$ cat config.mk
export PLATFORM = sky130hd
export DESIGN_NAME = btn_debouncer
export DESIGN_NICKNAME = d
export VERILOG_FILES = /design/src/rtl/btn_debouncer.sv
export SDC_FILE = /design/constraint.sdc
export NUM_CORES = 1
export LEC_CHECK = 0
export ABC_CLOCK_PERIOD_IN_PS = 3100
export BUFFER_PORTS_ARGS = -buffer_cell sky130_fd_sc_hd__buf_2
export CELL_PAD_IN_SITES_DETAIL_PLACEMENT = 1
export CELL_PAD_IN_SITES_GLOBAL_PLACEMENT = 2
export CORE_MARGIN = 10
export CORE_UTILIZATION = 39
export DETAILED_ROUTE_END_ITERATION = 10
export PLACE_DENSITY = 0.9
export SYNTH_ARGS = -nofsm -noshare
export SYNTH_HDL_FRONTEND = slang
export SYNTH_SLANG_ARGS = --single-unit
$ cat constraint.sdc
create_clock -name clock -period 3.1 [get_ports clock]
set_input_delay 0 -clock clock [delete_from_list [all_inputs] [get_ports clock]]
set_output_delay 0 -clock clock [all_outputs]
set_load 0.01 [all_outputs]
$ cat src/rtl/btn_debouncer.sv
// Push-button debouncer: two-flop synchronizer feeding a press/release
// stability FSM with a registered one-cycle press pulse and debounced level.
module btn_debouncer #(
  parameter int DebounceWait = 40000,
  parameter int DebounceSize = 16
) (
  input  logic clock,
  input  logic reset,
  input  logic button,
  output logic button_pressed,
  output logic button_level
);

  typedef enum logic [2:0] {
    Reset      = 3'd0,
    Idle       = 3'd1,
    DebPress   = 3'd2,
    Held       = 3'd3,
    DebRelease = 3'd4,
    Error      = 3'd5
  } state_t;

  localparam logic [DebounceSize-1:0] Last =
    DebounceSize'(DebounceWait - 1);
  localparam logic [DebounceSize-1:0] One =
    DebounceSize'(1);

  logic                    sync0;
  logic                    sync1;
  state_t                  state;
  state_t                  state_nxt;
  logic [DebounceSize-1:0] count;
  logic [DebounceSize-1:0] count_nxt;
  logic                    pressed_nxt;
  logic                    level_nxt;
  logic                    at_last;

  // >= keeps the counter bounded even if it were ever disturbed
  assign at_last = (count >= Last);

  always_ff @(posedge clock) begin
    if (reset) begin
      sync0          <= 1'b0;
      sync1          <= 1'b0;
      state          <= Reset;
      count          <= '0;
      button_pressed <= 1'b0;
      button_level   <= 1'b0;
    end else begin
      sync0          <= button;
      sync1          <= sync0;
      state          <= state_nxt;
      count          <= count_nxt;
      button_pressed <= pressed_nxt;
      button_level   <= level_nxt;
    end
  end

  always_comb begin
    state_nxt   = state;
    count_nxt   = count;
    pressed_nxt = 1'b0;
    level_nxt   = button_level;
    case (state)
      Reset: begin
        state_nxt = Idle;
        count_nxt = '0;
        level_nxt = 1'b0;
      end
      Idle: begin
        count_nxt = '0;
        level_nxt = 1'b0;
        if (sync1) state_nxt = DebPress;
      end
      DebPress: begin
        if (!sync1) begin
          state_nxt = Idle;
          count_nxt = '0;
        end else if (at_last) begin
          state_nxt   = Held;
          count_nxt   = '0;
          pressed_nxt = 1'b1;
          level_nxt   = 1'b1;
        end else begin
          count_nxt = count + One;
        end
      end
      Held: begin
        count_nxt = '0;
        level_nxt = 1'b1;
        if (!sync1) state_nxt = DebRelease;
      end
      DebRelease: begin
        if (sync1) begin
          state_nxt = Held;
          count_nxt = '0;
        end else if (at_last) begin
          state_nxt = Idle;
          count_nxt = '0;
          level_nxt = 1'b0;
        end else begin
          count_nxt = count + One;
        end
      end
      Error: begin
        count_nxt = '0;
        level_nxt = 1'b0;
      end
      default: begin
        state_nxt = Error;
        count_nxt = '0;
        level_nxt = 1'b0;
      end
    endcase
  end

endmodule

==> results.txt, run 1 <==
* Outcome: finished, final reports clean
- Vias per inst: approximately 5.4
* Endpoints failing hold: 0
- Global-route wire length before repair: about 4300 um
- Adding up every negative setup slack in the final design gives 0 ns.
- In this run, synthesis inferred 0 flip-flops with an integrated enable.
* Count of nets after finishing: 132
* Post-route cell area: roughly 1100 um^2
* Number of global-route vias before repair: between 800 and 900
- Reg clk slew, reported paths: about 0.12 ns
* Final-layout fill cell count: 306
* Post-CTS Setup Repair Bufs: 0
* Cell internal power dissipation: ~0.00036 W
* Post-route fraction of the period consumed by the critical path: about two thirds
- Maximum root-to-sink buffer count: 2
- STA classifies the critical path endpoint as a flop.
- DP Area: ~1100 um^2
- The worst-case IR drop observed on VDD is about 0.00034 V.
- Number of cells upsized or downsized after cts: 0
* Number of detailed-routing iterations run before antenna repair: 4
- Final setup violation count: 0
- Count of cell types in the netlist: 29
- Vias after detailed routing: 859
* Pin count of the biggest net entering global routing: 17
* GRT Util Overall: 9.95%
- At the worst endpoint, the arrival time is roughly 2.3 ns.
* Clk_lat worst skew: about 0.29 ns
- Die H: between 70 and 80 um
- The congestion estimate from routability-driven global placement came to 0.717.
- Clock tree from TritonCTS: built
- In the final routed layout, each cell accounts on average for approximately 15 um.
- Once detailed placement completed, the half-perimeter wirelength came to 1740 um.
- Flip-flop cell with the highest count after synthesis: sky130_fd_sc_hd__dfxtp_1
- Area of the core: 2520 um^2
* Count of warnings emitted by yosys: 0
- Detailed router's first-iteration violation count: 36
- Class of the most critical hold timing path: reg2reg
- Part of the power in the clock network: between 20% and 30%
* Syn avg cell area: approximately 8.7 um^2
- STA puts the critical path data required time at between 3 and 4 ns.
- Count of input and output buffers: 4
- Sequential cells were found to cover between 40% and 50% of the synthesized design area.
- Synthesis inferred 23 register bits.
* # rows: 18
* Synth Area in Compound Gates: a little under a tenth
- In this run the horizontal extent of the chip is just over 70 um.
* Multiplexer share of the synthesized area: 0%
- CTS built an H-tree with a depth of 1.
- The share of total power dissipated in combinational logic is between 3 and 4%.
- Synthesized-area fraction occupied by and/or/nand/nor cells: a little under a third
* Total leakage power: slightly below 0.4 nW
* Share of flip-flops with an asynchronous set or reset after synthesis: 0%
- The number of antenna violations at the first check in global routing was 1.
* Share of the synthesized netlist area taken by xor and xnor gates: a little under an eighth
* Post-detailed-routing wire length: around 2400 um
* Area growth from synthesis to layout: 8.97%
* Cell Area, Synth: 1050 um^2
* Switching power summed over all nets: around 0.000096 W
* Max-slew headroom: between 60% and 70%
* GRT Residual Overflow: 0
- Dominant combinational cell family by area after synthesis: simple AND/OR/NAND/NOR gates
- Critical path type: reg2reg
* Worst-path fanout max: 16
- Derived from the worst setup path, the maximum achievable clock frequency is approximately 490 MHz.
- For this configuration, the core starts out at a cell density of roughly 41%.
- Max_cap viols: 0
- Floorplan die area: between 5000 and 6000 um^2
- Clock period minus final worst setup slack: between 2 and 2.5 ns
- Clock root buffer master: sky130_fd_sc_hd__clkbuf_4
- Critical Path Source Type: flop
- Setup repair after global routing missed its margin: no
- At the pin with the least slew margin, the transition time is between 0.4 and 0.5 ns.
- IO Count: 5
- Clock buffer count from CTS: 3
- Final Max Tran Viols: 0
- After clock tree synthesis, the flow added hold-fix buffers numbering 3.
- Antenna-violating nets left: 0
- Fraction of final layout cells sized beyond drive strength 1: ~7.1%
- Part of the power in registers: between 60% and 70%
* Switching Fraction: between 20% and 30%
* Number of nets produced by synthesis: about 120
* Commonest cells after routing, fill and taps aside: sky130_fd_sc_hd__dfxtp_1, sky130_fd_sc_hd__nor2_1, sky130_fd_sc_hd__xor2_1, sky130_fd_sc_hd__nand2_1
* Post-synthesis share of cell area spent on full adders, half adders and majority gates: ~1.2%
* Number of DRC violations after detailed routing: 0
- Leaving out fill and tap cells, the most frequent cell in the layout is sky130_fd_sc_hd__dfxtp_1.
- Across the routed clock network, the largest skew measured is 0.00162 ns.
* TritonCTS Sinks: 23
* PwrDens: roughly 400 nW/um^2
- Post-synthesis cell count: 120
worst max-delay path, cell delays in order (launching register included):
cell,delay (ns)
sky130_fd_sc_hd__dfxtp_1,0.40
sky130_fd_sc_hd__ha_1,0.23
sky130_fd_sc_hd__nand3_1,0.19
sky130_fd_sc_hd__o211ai_1,0.40
sky130_fd_sc_hd__a2111o_1,0.53
sky130_fd_sc_hd__o21ba_2,0.23
Yosys cell counts, types with 2 or more instances:
cell | n | area share (%)
sky130_fd_sc_hd__nand3_1 | 6 | 2.9
sky130_fd_sc_hd__nand2_1 | 8 | 2.9
sky130_fd_sc_hd__a21oi_1 | 4 | 1.9
sky130_fd_sc_hd__inv_1 | 2 | 0.72
sky130_fd_sc_hd__nor3_1 | 4 | 1.9
sky130_fd_sc_hd__nor2b_1 | 6 | 3.6
sky130_fd_sc_hd__nor2_1 | 22 | 7.9
sky130_fd_sc_hd__and4_1 | 4 | 3.3
sky130_fd_sc_hd__xnor2_1 | 4 | 3.3
sky130_fd_sc_hd__nand4_1 | 6 | 3.6
sky130_fd_sc_hd__dfxtp_1 | 23 | 44
sky130_fd_sc_hd__nor3b_1 | 2 | 1.4
sky130_fd_sc_hd__xor2_1 | 10 | 8.4
sky130_fd_sc_hd__o21ai_0 | 2 | 0.96
sky130_fd_sc_hd__clkbuf_1 | 3 | 1.1
cell type report:
| cell class | count | area (um^2) | share of cell area, % |
|---|---|---|---|
| Multi-Input combinational cell | 91 | 556 | 48.7 |
| Sequential cell | 23 | 460 | 40.4 |
| Timing Repair Buffer | 7 | 50.0 | 4.39 |
| Tap cell | 30 | 37.5 | 3.29 |
| Clock buffer | 4 | 26.3 | 2.31 |
| Inverter | 2 | 7.51 | 0.659 |
| Antenna cell | 1 | 2.50 | 0.220 |
path summary, 6_finish.rpt:
| check | start | endpoint | slack [ns] | depth (start not counted) |
|---|---|---|---|---|
| setup reg to reg | count[0]$_SDFF_PP0_ | count[15]$_SDFF_PP0_ | 1.04 | 5 |
| hold reg to reg | sync0$_SDFF_PP0_ | sync1$_SDFF_PP0_ | 0.46 | 1 |
| setup / recovery | count[0]$_SDFF_PP0_ | count[15]$_SDFF_PP0_ | 1.04 | 5 |
| hold / removal | sync0$_SDFF_PP0_ | sync1$_SDFF_PP0_ | 0.46 | 1 |
through the flow:
stage | setup slack (ns) | hold WS (ns) | cells | total power, W | util, %
floorplan | 1.44 | 0.128 | 120 | 0.000320 | -
global placement | 1.17 | 0.216 | 150 | 0.000323 | 42.9
detailed placement | 1.03 | 0.230 | 150 | 0.000324 | 42.9
CTS | 1.00 | 0.467 | 157 | 0.000461 | 45.1
global route | 0.817 | 0.478 | 158 | 0.000481 | 45.2
finish | 1.04 | 0.461 | 158 | 0.000453 | 45.2
cells by family (layout without fill, tap and decap cells):
group | count (synthesis) | in the layout
and+or+nand+nor | 62 | 62
DFF | 23 | 23
AOI/OAI and AO/OA | 14 | 14
xor gates and xnor gates | 14 | 14
buffers and inverters | 6 | 13
adders and majority gates | 1 | 1
other | 0 | 1
sequential cells by signal, summed over array words and instances (netlist names):
signal / flops
count: 16
sync0: 1
button_level: 1
button_pressed: 1
sync1: 1
state: 3
layer usage:
metal / track usage (%) / vias up / wire [um] / share of wire (%)
met1: 11.4 / 409 / 1020 / 43
li1: - / 434 / - / -
met3: 2.75 / 6 / 61 / 2.6
met5: 0 / - / 0 / 0
met2: 17.6 / 10 / 1240 / 52
met4: 2.37 / 0 / 57 / 2.4
power groups by stage:
stage          clock network (W)  registers (W)  logic [W]
6_report                0.000133       0.000304  0.0000173
5_1_grt                 0.000156       0.000305  0.0000200
4_1_cts                 0.000140       0.000304  0.0000169
3_5_place_dp                   0       0.000310  0.0000140
3_3_place_gp                   0       0.000310  0.0000132
2_1_floorplan                  0       0.000307  0.0000131
No activity file was read; power rests on OpenSTA's default activity.
==> inputs of run 2 (changes only) <==
==> config.mk (replaced) <==
export PLATFORM = sky130hd
export DESIGN_NAME = btn_debouncer
export DESIGN_NICKNAME = d
export VERILOG_FILES = /design/src/rtl/btn_debouncer.sv
export SDC_FILE = /design/constraint.sdc
export NUM_CORES = 1
export LEC_CHECK = 0
export ABC_CLOCK_PERIOD_IN_PS = 1700
export BUFFER_PORTS_ARGS = -buffer_cell sky130_fd_sc_hd__buf_2
export CELL_PAD_IN_SITES_DETAIL_PLACEMENT = 1
export CELL_PAD_IN_SITES_GLOBAL_PLACEMENT = 2
export CORE_MARGIN = 10
export CORE_UTILIZATION = 32
export DETAILED_ROUTE_END_ITERATION = 10
export PLACE_DENSITY = 0.8
export SYNTH_ARGS = -nofsm -noshare
export SYNTH_HDL_FRONTEND = slang
export SYNTH_SLANG_ARGS = --single-unit
==> constraint.sdc (replaced) <==
create_clock -name clock -period 1.7 [get_ports clock]
set_input_delay 0 -clock clock [delete_from_list [all_inputs] [get_ports clock]]
set_output_delay 0 -clock clock [all_outputs]
set_load 0.01 [all_outputs]
==> run 2 against run 1 <==
  * Total power increased by 87%
  * Non-clock buffer count is 11 higher
  * Register-to-register slack worse by 0.90 ns
==> results.txt, run 2 (same netlist as run 1, synthesis figures left out) <==
- The flow ran to the end, and the final reports show no timing, DRC or antenna violations.
- The flip-flop count of the largest register after layout came to 16 (unchanged).
- TritonCTS built the clock tree.
- Compared with the post-synthesis result, the final layout area differs by 19.4%.
* Commonest cells after routing, fill and taps aside: sky130_fd_sc_hd__nor2_1, sky130_fd_sc_hd__dfxtp_1, sky130_fd_sc_hd__xor2_1, sky130_fd_sc_hd__buf_4, sky130_fd_sc_hd__nand2_1
- Maximum root-to-sink buffer count: 2 (unchanged)
- The final critical-path share of the clock period was 91.9% (+25 points).
- Number of antenna violations at the first check in global routing: 0 (-1)
* Worst slew pin tran: 0.245 ns (-0.237 ns)
- The number of vias per cell after detailed routing came to 4.86 (-11%).
* Average wire per standard cell: 12.9 um (-15%)
- PwrDens: 677 nW/um^2 (+70%)
- The accumulated negative setup slack came to 0 ns (unchanged).
- The clock edge transition at the registers on the reported setup and hold paths came to 0.13 ns (about the same).
- Clock period minus final worst setup slack: 1.56 ns (-0.499 ns)
- The fmax came to 640 MHz (+32%).
- The estimated wirelength of the detail-placed design is 1760 um (+1.2%).
- The layout net count is 143 (+8.3%).
- The post-detailed-routing wire length was 2350 um (-1.6%).
* Part of the power in registers: 64.7% (-2.3 points)
- Switching power summed over all nets: 0.000191 W (+99%)
- The worst relative slew slack is 83.6% (+16 points).
- The worst slack on hold paths came to 0.434 ns (-0.0277 ns).
- Worst-path fanout max: 12 (-4)
* GRT Residual Overflow: 0 (unchanged)
- The arrival time at the worst endpoint was 1.82 ns (-0.45 ns).
- Final Max Tran Viols: 0 (unchanged)
* Floorplan die area: 5960 um^2 (+16%)
- Part of the power in the clock network: 30.1% (+0.9 points)
* Element type at the critical path end: flop
- Switching Fraction: 22.6% (+1.4 points)
* Number of DRC violations after detailed routing: 0 (unchanged)
* Global-route wire length before repair: 4340 um (+0.65%)
- STA classifies the critical path startpoint as a flop.
* Clock buffer count from CTS: 3 (unchanged)
- Setup repair after global routing left no endpoint under its margin.
- In the final layout, the registers with the most flip-flops are count x16, state x3.
* Width of the chip: 77.2 um (+7.5%)
- The number of search-and-repair iterations in the first detailed-routing pass came to 4 (unchanged).
- ANT cells: 0 (-1)
* Detailed router's first-iteration violation count: 71 (+97%)
- The effective utilization at floorplan is 33.7% (-7.8 points).
* Critical path type: reg2reg
* Fraction of power consumed by combinational cells: 5.3% (+1.5 points)
* Area of the core: 3100 um^2 (+23%)
- The final weighted congestion in routability-driven placement was 0.778 (+8.4%).
- Worst reg2reg path startpoint: count[0]$_SDFF_PP0_
- Crit path from: count[0]$_SDFF_PP0_
* Max_cap viols: 0 (unchanged)
* Clock root buffer master: sky130_fd_sc_hd__clkbuf_4
- Endpoints failing hold: 0 (unchanged)
- Cell internal power dissipation: 0.000655 W (+83%)
- Register with the most flip-flops: count
- The static leakage came to 0.447 nW (+16%).
* Worst endpoint required time: 1.96 ns (-1.34 ns)
- The maximum vdd ir drop was 0.000342 V (-0.46%).
* Number of global-route vias before repair: 972 (+8.8%)
* Max Clock Skew: 0.0100 ns (+0.00840 ns)
- GRT Util Overall: 8.55% (-1.4 points)
- The min-delay analysis places its worst path in the category reg2reg.
- The pin count of the biggest net entering global routing was 14 (-3).
* Clk_lat worst skew: 0.31 ns (+0.02 ns)
- Count of input and output buffers: 4 (unchanged)
- The total of endpoints with negative setup slack in the final report came to 0 (unchanged).
* Maximum level of the CTS H-tree: 1 (unchanged)
* Die H: 77.2 um (+7.5%)
* IO Count: 5 (unchanged)
- The clock sink count is 23 (unchanged).
- # rows: 20 (+2)
* HP Start: count[0]$_SDFF_PP0_
- The number of vias after detailed routing came to 885 (+3.0%).
- The share of cells above drive strength 1 was 16.7% (+9.6 points).
- The remaining antenna violation count is 0 (unchanged).
-- run 2: through the flow --
step	total power (W)	cells	cell area [um^2]	setup WS (ns)	utilization, %
2_1_floorplan	0.000584	120	1050	0.0409	-
3_3_place_gp	0.000597	175	1180	0.141	38.1
3_5_place_dp	0.000598	175	1180	0.0303	38.1
4_1_cts	0.000861	182	1240	0.00350	39.9
5_1_grt	0.000894	182	1250	0.00796	40.2
6_report	0.000846	182	1250	0.138	40.2
-- run 2: worst max-delay path, stage by stage (launching register included) --
cell and delay, ns:
sky130_fd_sc_hd__dfxtp_2 0.35, sky130_fd_sc_hd__ha_1 0.24, sky130_fd_sc_hd__nand3_2 0.09, sky130_fd_sc_hd__o211ai_1 0.11
sky130_fd_sc_hd__a2111o_1 0.44, sky130_fd_sc_hd__buf_6 0.17, sky130_fd_sc_hd__nor2_1 0.11
-- run 2: final timing paths --
kind / slack (ns) / cells after the start / to
setup reg to reg: 0.14 / 6 / count[9]$_SDFF_PP0_
setup / recovery: 0.14 / 6 / count[9]$_SDFF_PP0_
hold / removal: 0.43 / 1 / count[0]$_SDFF_PP0_
hold reg to reg: 0.43 / 1 / count[0]$_SDFF_PP0_
-- run 2: layout make-up --
cell class	count	area, um^2
inverters	2	7.51
flip-flops and latches	23	462
repair buffers	18	136
multi-input cells	91	561
well taps	44	55.1
clock buffers	3	22.5
fillers	385	1850
clock inverters	1	5.00
-- run 2: metal layers --
metal / share of wire, % / GRT usage (%) / vias to the layer above
met2: 47 / 14.2 / 6
met1: 49 / 10.0 / 421
met5: 0 / 0 / -
met3: 2.8 / 2.45 / 6
li1: - / - / 452
met4: 2.0 / 3.47 / 0
-- run 2: repair_timing --
action,in CTS,in global routing
hold endpoints to repair,5,0
setup endpoints to repair,0,15
hold buffers,3,0
setup buffers,0,0
gates resized for setup,0,4
-- run 2: power groups by stage --
stage	sequential, W	clock (W)	combinational (W)
after floorplan	0.000560	0	0.0000239
after global placement	0.000559	0	0.0000382
after detailed placement	0.000559	0	0.0000386
after CTS	0.000547	0.000270	0.0000440
after global routing	0.000548	0.000296	0.0000503
final	0.000547	0.000254	0.0000446
==> inputs of run 3 (changes only) <==
--- a/config.mk
+++ b/config.mk
@@ -6,7 +6,7 @@
 export NUM_CORES = 1
 export LEC_CHECK = 0
 export ABC_CLOCK_PERIOD_IN_PS = 1700
-export BUFFER_PORTS_ARGS = -buffer_cell sky130_fd_sc_hd__buf_2
+export BUFFER_PORTS_ARGS = -buffer_cell sky130_fd_sc_hd__clkbuf_2
 export CELL_PAD_IN_SITES_DETAIL_PLACEMENT = 1
 export CELL_PAD_IN_SITES_GLOBAL_PLACEMENT = 2
 export CORE_MARGIN = 10
==> run 3 against run 2 <==
  * Sequential cell count stayed put
  * Design area is 3.4% higher
  * Wire length is 5.8% higher
  * Global-route usage is 0.075 points lower
  * Setup slack worse by 0.052 ns
  * Clock skew is 0.0014 ns higher
  * First-iteration DRC count is 45% lower
  * Highest routed layer unchanged
  * Combinational power is 2% higher
  * Sequential share of layout area is 0.83 points lower
==> results.txt, run 3 (same netlist as run 1, synthesis figures left out) <==
* Detailed router's first-iteration violation count: 39 (-45%)
- The wire length per cell after detailed routing is 13.6 um (+5.3%).
- Floorplan die area: 5960 um^2 (unchanged)
* Worst endpoint required time: 1.96 ns (about the same)
* Clk_lat worst skew: 0.32 ns (about the same)
* Most common library cell in the layout ignoring fill and taps: sky130_fd_sc_hd__dfxtp_1
- TritonCTS built the clock tree.
* Area of the core: 3100 um^2 (unchanged)
- The wire length of the first global-routing pass was 4280 um (-1.3%).
* Reg clk slew, reported paths: 0.13 ns (about the same)
- The number of top-level design ports came to 5 (unchanged).
- The critical path starts at count[14]$_SDFF_PP0_.
* Number of detailed-routing iterations run before antenna repair: 4 (unchanged)
- STA classifies the critical path endpoint as a flop.
- Antenna-violating nets left: 0 (unchanged)
* Flip-flop count of the largest register, all copies and words added: 16 (unchanged)
* Die H: 77.2 um (unchanged)
* Worst-path fanout max: 6 (-6)
* Width of the chip: 77.2 um (unchanged)
- The depth of the most critical reg-to-reg path is 5 (-1).
- The fill cell instance count of the final layout came to 393 (+2.1%).
- The static leakage came to 0.455 nW (+1.8%).
- The number of antenna violations at the first check in global routing is 0 (unchanged).
* Critical path, cell by cell: o21ai_1 -> nand2_1 -> a2111o_1 -> buf_4 -> nor2_1
* Post-detailed-routing wire length: 2480 um (+5.8%)
- CP peak stage delay: 0.52 ns (+0.08 ns)
- The pin count of the biggest net entering global routing was 14 (unchanged).
- Max_cap viols: 0 (unchanged)
* Highest metal layer with signal wires: met4
- In the layout the commonest cells are sky130_fd_sc_hd__dfxtp_1, sky130_fd_sc_hd__nor2_1, sky130_fd_sc_hd__xor2_1, sky130_fd_sc_hd__buf_4, sky130_fd_sc_hd__nand2_1.
- Worst Hold Depth: 1 (unchanged)
- Max-slew headroom: 83.1% (-0.55 points)
- Number of global-route vias before repair: 947 (-2.6%)
* Sum of routed wire segments on met1: 1170 um (+2.1%)
- ANT cells: 0 (unchanged)
- HP Start: count[0]$_SDFF_PP0_
- The routed length on met2 is 1210 um (+11%).
- Final setup violation count: 0 (unchanged)
* CP Depth: 5 (-1)
- Fraction of final layout cells sized beyond drive strength 1: 23.7% (+7.1 points)
- The final critical-path share of the clock period came to 94.9% (+3.1 points).
- In the final layout, the registers with the most flip-flops are count x16, state x3.
- The effective utilization at floorplan came to 33.7% (unchanged).
- The ratio of total power to cell area came to 657 nW/um^2 (-3.1%).
- Worst reg2reg path startpoint: count[14]$_SDFF_PP0_
- In this run the clock root is driven by a sky130_fd_sc_hd__clkbuf_4.
* Gate family responsible for the most delay along the worst path: compound AO/OA/AOI/OAI gates
* WL met3: 85 um (+31%)
- The residual overflow from global routing was 0 (unchanged).
- The post-route minimum period came to 1.61 ns (+0.0519 ns).
- Endpoints failing hold: 0 (unchanged)
- The number of buffer cells added on primary ports was 4 (unchanged).
- The layout net count came to 144 (+0.70%).
- Vias per inst: 4.97 (+2.2%)
- Maximum level of the CTS H-tree: 1 (unchanged)
- The number of buffer and inverter instances along the worst setup path was 1 (unchanged).
- Worst setup timing slack at the placement stage: 0.0644 ns (+0.0342 ns)
- Final setup slack of the worst path: 0.0859 ns (-0.0519 ns)
- The cell area after placement was 1180 um^2 (unchanged).
- Final HPWL DP: 1830 um (+4.0%)
- The fmax is 620 MHz (-3.2%).
- The maximum vdd ir drop was 0.000392 V (+15%).
* Register with the most flip-flops: count
- The count of unresolved DRC violations after routing is 0 (unchanged).
* Final hold slack: 0.458 ns (+0.0243 ns)
- The floorplan row count was 20 (unchanged).
* Class of the most critical hold timing path: reg2reg
* Max Clock Skew: 0.0114 ns (+0.00135 ns)
- The area growth from synthesis to layout is 23.4%.
* Critical path's slowest cell: sky130_fd_sc_hd__a2111o_1
- The number of vias after detailed routing came to 909 (+2.7%).
- GRT Util Overall: 8.48% (-0.075 points)
- Final weighted congestion of routability-driven global placement: 0.775 (-0.32%)
* Outcome: finished, final reports clean
- The clock buffer count from CTS is 3 (unchanged).
* Maximum root-to-sink buffer count: 2 (unchanged)
- The arrival time at the worst endpoint is 1.87 ns (+0.05 ns).
* Critical path type: reg2reg
- The final non-filler cell area was 1290 um^2 (+3.4%).
- The clock sink count came to 23 (unchanged).
- The count of final max-slew check failures came to 0 (unchanged).
- The measured slew at the worst slew-check pin was 0.254 ns (+0.00830 ns).
- Critical Path Source Type: flop
==> run 3: changes by cell type in the layout (fill, tap and decap cells not counted), moves of 2 or more <==
cell / previous run / this run
sky130_fd_sc_hd__nor2_2: 0 / 5
sky130_fd_sc_hd__clkbuf_2: 0 / 4
sky130_fd_sc_hd__nor2_1: 22 / 17
sky130_fd_sc_hd__dfxtp_1: 22 / 20
sky130_fd_sc_hd__buf_2: 4 / 0
==> run 3: metal layers <==
metal / up-vias / track usage [%]
met5: - / 0
met4: 0 / 3.28
met3: 4 / 2.45
met2: 9 / 13.8
met1: 438 / 10.2
li1: 458 / -
==> run 3: area by class of cell <==
class	count	area (um^2)	share of cell area, %
well taps	44	55.1	4.26
flip-flops and latches	23	467	36.1
repair buffers	19	148	11.4
inverters	2	7.51	0.581
clock inverters	1	5.00	0.388
multi-input cells	91	587	45.4
clock buffers	3	22.5	1.74
==> run 3: stage by stage <==
step / setup TNS, ns / total power (W) / util (%) / instances
floorplan: 0 / 0.000584 / - / 120
global placement: 0 / 0.000597 / 38.1 / 175
detailed placement: 0 / 0.000598 / 38.1 / 175
CTS: 0 / 0.000855 / 39.9 / 182
global route: -0.0240 / 0.000887 / 41.6 / 183
finish: 0 / 0.000848 / 41.6 / 183
==> run 3: report_power, final <==
group | internal, W | total (W) | switching [W] | leakage [nW]
logic | 0.0000226 | 0.0000457 | 0.0000231 | 0.250
clock network | 0.0000880 | 0.000257 | 0.000169 | 0.0177
registers | 0.000543 | 0.000545 | 0.00000269 | 0.188
==> run 3: final timing paths <==
check                        endpoint  slack, ns
setup reg to reg  count[0]$_SDFF_PP0_       0.09
setup / recovery  count[0]$_SDFF_PP0_       0.09
hold / removal    count[0]$_SDFF_PP0_       0.46
hold reg to reg   count[0]$_SDFF_PP0_       0.46
==> run 3: repair_timing <==
item | 4_1_cts | 5_1_grt
hold buffers | 3 | 0
hold endpoints to repair | 5 | 0
setup endpoints to repair | 0 | 18
setup buffers | 0 | 0
resized for setup | 0 | 17
